**src/rtl/if_fetch_stage.sv**
```systemverilog
// LEGv8 instruction fetch: PC register plus IF/ID pipeline register; optional perf counters under IF_FETCH_PERF_EN.
// Latency: instruction at pc_out appears on if_id_instr one edge later.
// Backpressure: pc_write/if_id_write hold PC and IF/ID independently; branch_taken redirects and flushes.
module if_fetch_stage #(
    parameter logic [63:0] RESET_PC  = 64'd0,
    parameter int          MEM_BYTES = 64
) (
    input  logic        clk,
    input  logic        reset,
    input  logic        pc_write,
    input  logic        if_id_write,
    input  logic        branch_taken,
    input  logic [63:0] branch_target,
    input  logic [31:0] instr_in,
    output logic [63:0] pc_out,
    output logic [63:0] if_id_pc,
    output logic [31:0] if_id_instr,
    output logic        if_id_valid,
    output logic        fetch_fault
`ifdef IF_FETCH_PERF_EN
    ,
    output logic [31:0] perf_fetch_cnt,
    output logic [31:0] perf_stall_cnt,
    output logic [31:0] perf_flush_cnt
`endif
);

    // MEM_BYTES is a power of two, so wrapping reduces to masking.
    localparam logic [63:0] ADDR_MASK = 64'(MEM_BYTES - 1);
    localparam logic [63:0] MEM_LIMIT = 64'(MEM_BYTES);

    logic [63:0] pcInc;
    logic [63:0] pcBranch;
    logic        targetBad;

    always_comb begin
        pcInc     = (pc_out + 64'd4) & ADDR_MASK;
        pcBranch  = {branch_target[63:2], 2'b00} & ADDR_MASK;
        targetBad = (branch_target[1:0] != 2'b00) || (branch_target >= MEM_LIMIT);
    end

    always_ff @(posedge clk) begin
        if (reset) begin
            pc_out <= RESET_PC;
        end else if (branch_taken) begin
            pc_out <= pcBranch;
        end else if (pc_write) begin
            pc_out <= pcInc;
        end
    end

    always_ff @(posedge clk) begin
        if (reset) begin
            if_id_pc    <= 64'd0;
            if_id_instr <= 32'h0;
            if_id_valid <= 1'b0;
        end else if (branch_taken) begin
            if_id_pc    <= 64'd0;
            if_id_instr <= 32'h0;
            if_id_valid <= 1'b0;
        end else if (if_id_write) begin
            if_id_pc    <= pc_out;
            if_id_instr <= instr_in;
            if_id_valid <= 1'b1;
        end
    end

    // Sticky until reset; the redirect itself still uses the sanitised address.
    always_ff @(posedge clk) begin
        if (reset) begin
            fetch_fault <= 1'b0;
        end else if (branch_taken && targetBad) begin
            fetch_fault <= 1'b1;
        end
    end

`ifdef IF_FETCH_PERF_EN
    logic fetchEvt;
    logic stallEvt;

    always_comb begin
        fetchEvt = !branch_taken && if_id_write;
        stallEvt = !branch_taken && !pc_write;
    end

    always_ff @(posedge clk) begin
        if (reset) begin
            perf_fetch_cnt <= 32'd0;
            perf_stall_cnt <= 32'd0;
            perf_flush_cnt <= 32'd0;
        end else begin
            if (fetchEvt && (perf_fetch_cnt != 32'hFFFFFFFF)) begin
                perf_fetch_cnt <= perf_fetch_cnt + 32'd1;
            end
            if (stallEvt && (perf_stall_cnt != 32'hFFFFFFFF)) begin
                perf_stall_cnt <= perf_stall_cnt + 32'd1;
            end
            if (branch_taken && (perf_flush_cnt != 32'hFFFFFFFF)) begin
                perf_flush_cnt <= perf_flush_cnt + 32'd1;
            end
        end
    end
`endif

endmodule

```
**config.mk**
```make
export PLATFORM = sky130hd
export DESIGN_NAME = if_fetch_stage
export DESIGN_NICKNAME = d
export VERILOG_FILES = /design/src/rtl/if_fetch_stage.sv
export SDC_FILE = /design/constraint.sdc
export NUM_CORES = 1
export LEC_CHECK = 0
export BUFFER_PORTS_ARGS = -buffer_cell sky130_fd_sc_hd__buf_2
export CORE_AREA = 5 5 99 101
export CTS_CLUSTER_DIAMETER = 100
export DETAILED_ROUTE_END_ITERATION = 12
export DIE_AREA = 0 0 104 106
export GPL_TIMING_DRIVEN = 0
export PLACE_DENSITY = 0.69
export RECOVER_POWER = 25
export SYNTH_ARGS = -nofsm -noshare
export SYNTH_HDL_FRONTEND = slang
export SYNTH_SLANG_ARGS = --single-unit
export TNS_END_PERCENT = 20
```
**constraint.sdc**
```tcl
create_clock -name clk -period 1.7 [get_ports clk]
set_input_delay 0.34 -clock clk [delete_from_list [all_inputs] [get_ports clk]]
set_output_delay 0.34 -clock clk [all_outputs]
set_load 0.01 [all_outputs]
```
==> flow_metrics.tcl, run 1 <==
set metrics [dict create \
    std_cell_rows 35 \
    yosys.cell_count.top_type "sky130_fd_sc_hd__buf_4" \
    cell_taking_the_most_area_after_synthesis "sky130_fd_sc_hd__buf_4" \
    worst-path-max-fanout 10 \
    cts_tree "built" \
    crit_arrival_ns 1.52 \
    detail-route-antenna-nets 0 \
    global_route.usage.met2_pct 23.68 \
    status "completed" \
    maximum_capacitance_violations 0 \
    multi_input_area_um2 1235 \
    io_buffer_count 141 \
    detail_route.first_pass.iterations 4 \
    final_max_slew_viol_count 0 \
    ys_top_cells_by_count "sky130_fd_sc_hd__buf_4 (123), sky130_fd_sc_hd__nor2_1 (43), sky130_fd_sc_hd__dfxtp_1 (42)" \
    die_h_um 106 \
    timing.final.hold_violations 0 \
    worst-endpoint-required_ns 1.88 \
    initial_core_utilization_pct 28.89 \
    fp.coreArea_um2 8934 \
    final_min_period_over_clock_period_pct 79.05 \
    final_layout_size_suffix_gt1_share_pct 49.91 \
    numCtsBuffers 5 \
    post_cts.resized_instances 0 \
    fin_nets 656 \
    yosys-top-cells-area "sky130_fd_sc_hd__buf_4 (36%), sky130_fd_sc_hd__dfxtp_1 (33%), sky130_fd_sc_hd__mux2i_1 (14%)" \
    vias_per_cell 3.565 \
    cts_setup_buffers 0 \
    max_freq_mhz 744.2 \
    report.final.setup_viol 0 \
    flow.area_growth_from_synthesis_pct 54.05 \
    category_of_the_worst_setup_path_launch_point "primary input" \
    total_wire_length_um 7194 \
    number_of_sinks_handled_by_clock_tree_synthesis 42 \
    synthArstFlopShare_pct 0 \
    cts-root-buf "sky130_fd_sc_hd__clkbuf_8" \
    drt_first_iter_violations 22 \
    cts_htree_levels 2 \
    power_per_cell_area_nw_per_um2 621.5 \
    endpoint_kind "flop" \
    synth_enable_flop_cells 0 \
    design.die.area_um2 11020 \
    wire_per_inst_um 10.80 \
    antenna_violations_before_repair 0 \
    synth-seq-area-share_pct 32.57 \
    global_route.usage.total_pct 12.47 \
    clock_skew_ns 0.001747 \
    drc 0 \
    timing.final.crit_period_ns 1.344 \
    min-delay-path-class "primary input to flop" \
    synthDistinctLibCells 20 \
    vdd.ir_drop.worst_v 0.0003044 \
    dieWidth_um 104 \
    grt-ovfl-total 0 \
    cts-hold-fix-buffers 0 \
    gp_congestion 0.7203 \
    ff_latch_area_um2 840.8 \
    tns_ns 0 \
    setup_repair_after_global_routing_missed_its_margin "false" \
    finalPower_mw 2.471 \
    synth-seq-cells 42 \
    p_leak_nw 2.406 \
    fin_cells 666 \
    syn_inst 287 \
    clkSlewWorstSetupHoldPaths_ns 0.08 \
    clock_insertion_delay_at_the_later_pin_of_the_skew_report_ns 0.28 \
    grt_busiest_layer "met2" \
    synthFlopType "sky130_fd_sc_hd__dfxtp_1" \
    post_synthesis_average_cell_area_um2 8.994 \
    worstSetupPathType "primary input to flop" \
    syn_area_um2 2581 \
    grt_first_pass_wirelength_um 11390 \
    layout.filler_cells 888 \
    finalHoldWorstSlack_ns 0.2883 \
    numPlacedInstances 658 \
    m3_gr_usage_pct 6.072 \
    maximum_number_of_pins_on_one_net_before_global_route_repair 13 \
    grt_use_met1_pct 11.85 \
    dpl.hpwl_um 6340 \
    floorplan.io_pins 263 \
    antenna-diode-count 0 \
    first_global_vias 2404 \
    num_vias 2374 \
    synthDominantCellAreaShare_pct 35.77 \
    cts-root-to-sink-buffers 2 \
    yosys_warnings 0 \
]
[path summary, 6_finish.rpt]
kind                startpoint               to  slack [ns]  depth (start not counted)
setup reg to reg   fetch_fault      fetch_fault        0.42                          3
setup / recovery         reset      if_id_pc[5]        0.36                          5
hold / removal    instr_in[28]  if_id_instr[28]        0.29                          3
hold reg to reg    if_id_valid      if_id_valid        0.47                          2
[cell usage in the layout, fill, tap and decap left out, drive strengths merged]
master  instances
inv             1
nor2           43
nand2           5
clkbuf         10
nor4           14
bufinv          1
a211oi          2
buf           266
o41a            1
mux2i          36
mux2            1
dfxtp          42
a21oi           2
or2             1
ha              1
xor2            3
nor3            1
nand4           5
conb          120
[state kept, by name, summed over array words and instances (netlist names)]
signal / cells
if_id_instr: 32
if_id_pc: 4
pc_out: 4
fetch_fault: 1
if_id_valid: 1
[worst max-delay path, stage by stage]
cell                       delay, ns
sky130_fd_sc_hd__clkbuf_1       0.20
sky130_fd_sc_hd__or2_0          0.16
sky130_fd_sc_hd__clkbuf_1       0.40
sky130_fd_sc_hd__clkbuf_2       0.33
sky130_fd_sc_hd__nor2_1         0.08
[logic make-up (layout without fill, tap and decap cells)]
| group | Yosys count | after routing | synth area share [%] |
|---|---|---|---|
| other cells | 1 | 120 | 0.1453 |
| compound gates | 5 | 5 | 1.406 |
| simple gates | 69 | 69 | 13.09 |
| xor+xnor | 3 | 3 | 1.018 |
| flops | 42 | 42 | 32.57 |
| buf+inv | 129 | 278 | 36.89 |
| mux | 37 | 37 | 14.40 |
| fa+ha+maj | 1 | 1 | 0.4847 |
[metal layers]
metal / vias to the layer above / part of all wire (%)
li1: 1235 / -
met1: 987 / 33
met2: 148 / 52
met3: 4 / 14
met4: 0 / 1.0
met5: - / 0
[per-stage QoR]
stage | worst slack (ns) | util [%] | instance area, um^2
floorplan | 0.4731 | - | 3028
global placement | 0.2077 | 43.35 | 3872
detailed placement | 0.1828 | 43.35 | 3872
CTS | 0.3874 | 44.54 | 3979
global route | 0.1788 | 44.51 | 3976
finish | 0.3562 | 44.51 | 3976
[power breakdown]
| part | internal, mW | total, mW | switching [mW] |
|---|---|---|---|
| logic | 0.349 | 0.656 | 0.307 |
| clock network | 0.440 | 0.774 | 0.334 |
| registers | 1.02 | 1.04 | 0.0225 |
| total | 1.81 | 2.47 | 0.663 |
[final cells by class]
type | count | area share, %
Sequential cell | 42 | 21.15
Buffer | 128 | 23.82
Clock buffer | 7 | 1.919
Inverter | 1 | 0.09440
Tap cell | 111 | 3.493
Timing Repair Buffer | 141 | 17.72
Multi-Input combinational cell | 235 | 31.06
Clock inverter | 1 | 0.7552
Note: power is estimated with default switching activity, not from simulation.
==> run 2, diff against run 1 <==
PLACE_DENSITY = 0.72   (was 0.69)
clock period = 1.2 ns   (was 1.7 ns; I/O delays follow)
==> flow_metrics.tcl, run 2 (synthesis results as in run 1) <==
set metrics [dict create \
    min-delay-path-class "primary input to flop" \
    fp.coreArea_um2 8934 \
    vias_per_cell 3.532 \
    cts-root-buf "sky130_fd_sc_hd__clkbuf_8" \
    std_cell_rows 35 \
    cpMaxStageDelayCell "sky130_fd_sc_hd__dfxtp_4" \
    io_buffer_count 141 \
    flow.area_growth_from_synthesis_pct 54.92 \
    initial_core_utilization_pct 28.89 \
    worstSetupPathType "flop to primary output" \
    fin_nets 657 \
    largest_register_ff_count 32 \
    antenna-diode-count 0 \
    status "completed" \
    antenna_violations_before_repair 0 \
    top_regs "if_id_instr (32), if_id_pc (4), pc_out (4)" \
    final_min_period_over_clock_period_pct 96.56 \
    wire_per_inst_um 10.69 \
    number_of_sinks_handled_by_clock_tree_synthesis 42 \
    dieWidth_um 104 \
    p_leak_nw 2.416 \
    cts_tree "built" \
    drt_first_iter_violations 39 \
    first_global_vias 2418 \
    clkSlewWorstSetupHoldPaths_ns 0.08 \
    report.final.setup_viol 0 \
    cts_htree_levels 2 \
    global_route.usage.total_pct 12.27 \
    grt_first_pass_wirelength_um 11130 \
    postLayoutCellArea_um2 3999 \
    mostFrequentLayoutCells "sky130_fd_sc_hd__buf_2 (143), sky130_fd_sc_hd__buf_4 (124), sky130_fd_sc_hd__conb_1 (120), sky130_fd_sc_hd__nor2_1 (43), sky130_fd_sc_hd__dfxtp_1 (40)" \
    register_ranked_first_by_flip_flop_count "if_id_instr" \
    num_vias 2356 \
    vdd.ir_drop.worst_v 0.0003491 \
    maximum_capacitance_violations 0 \
    placed_cell_area_um2 3874 \
    die_h_um 106 \
    ff_latch_area_um2 845.8 \
    worst_path_largest_cell_delay_ns 0.36 \
    worst-endpoint-required_ns 0.96 \
    final_layout_size_suffix_gt1_share_pct 50.54 \
    cp_cell_sequence "buf_4 -> buf_2" \
    crit_arrival_ns 0.92 \
    total_wire_length_um 7129 \
    floorplan.io_pins 263 \
    setup_repair_after_global_routing_missed_its_margin "false" \
    timing.final.hold_violations 0 \
    dpl.hpwl_um 6403 \
    detail-route-antenna-nets 0 \
    numCtsBuffers 5 \
    worst-path-max-fanout 2 \
    drc 0 \
    final_util_pct 44.76 \
    design.die.area_um2 11020 \
    multi_input_area_um2 1244 \
    clock_skew_ns 0.002271 \
    max_freq_mhz 863.1 \
    crit_path_buffers_inverters 2 \
    clock_insertion_delay_at_the_later_pin_of_the_skew_report_ns 0.29 \
    layout.filler_cells 893 \
    final_common_cell "sky130_fd_sc_hd__buf_2" \
    timing.final.crit_period_ns 1.159 \
    endpoint_kind "primary output" \
    category_of_the_worst_setup_path_launch_point "flop" \
    final_max_slew_viol_count 0 \
    power_per_cell_area_nw_per_um2 876.2 \
    cpLargestDelayFamily "flip-flops" \
    cts-root-to-sink-buffers 2 \
    gp_congestion 0.7456 \
    grt-ovfl-total 0 \
    maximum_number_of_pins_on_one_net_before_global_route_repair 13 \
    detail_route.first_pass.iterations 4 \
]
[run 2: path summary, 6_finish.rpt]
kind	cells past startpoint	slack, ns	to	startpoint
min reg2reg	2	0.48	if_id_valid	if_id_valid
max reg2reg	4	0.07	pc_out[3]	pc_out[3]
min	2	0.17	pc_out[2]	reset
max	2	0.04	fetch_fault	fetch_fault
[run 2: worst register-to-register path, delay by kind of cell, from the launching register on]
kind                     cells  cell delay [ns]
flip-flops                   1             0.40
multiplexers                 1             0.26
adder cells (fa/ha/maj)      1             0.25
AND/OR/NAND/NOR              1             0.07
AO/OA/AOI/OAI                1             0.06
[run 2: stage by stage]
step	TNS, ns	cells	power [mW]	hold slack (ns)	setup WS [ns]
detailed placement	-0.5953	658	2.425	0.4671	-0.2331
global placement	-0.4525	658	2.417	0.4489	-0.2385
global route	0	667	3.738	0.1605	0.002258
CTS	0	667	3.561	0.1728	0.01385
floorplan	0	406	2.159	0.3091	0.004493
finish	0	667	3.504	0.1742	0.04134
[run 2: routing by layer]
metal | track usage, % | wire length (um)
met1 | 11.01 | 2280
met2 | 24.77 | 3911
met3 | 5.282 | 885
met4 | 3.053 | 52
met5 | 0 | 0
[run 2: cell type report]
type	count	share of cell area, %
inverters	1	0.09387
clock buffers	7	1.909
clock inverters	1	0.7509
multi-input cells	235	31.10
flip-flops and latches	42	21.15
plain buffers	128	23.72
repair buffers	142	17.80
well taps	111	3.473
[run 2: power breakdown]
| group | internal (mW) | switching (mW) | total (mW) |
|---|---|---|---|
| Clock | 0.623 | 0.467 | 1.09 |
| Sequential | 1.44 | 0.0328 | 1.48 |
| Combinational | 0.498 | 0.438 | 0.936 |
[run 2: repair_timing]
item / in CTS / in global routing
hold endpoints to repair: 0 / 0
pin swaps: 3 / 0
hold buffers: 0 / 0
gates cloned: 0 / 0
setup endpoints to repair: 1 / 1
setup buffers: 1 / 0
gates resized for setup: 2 / 1
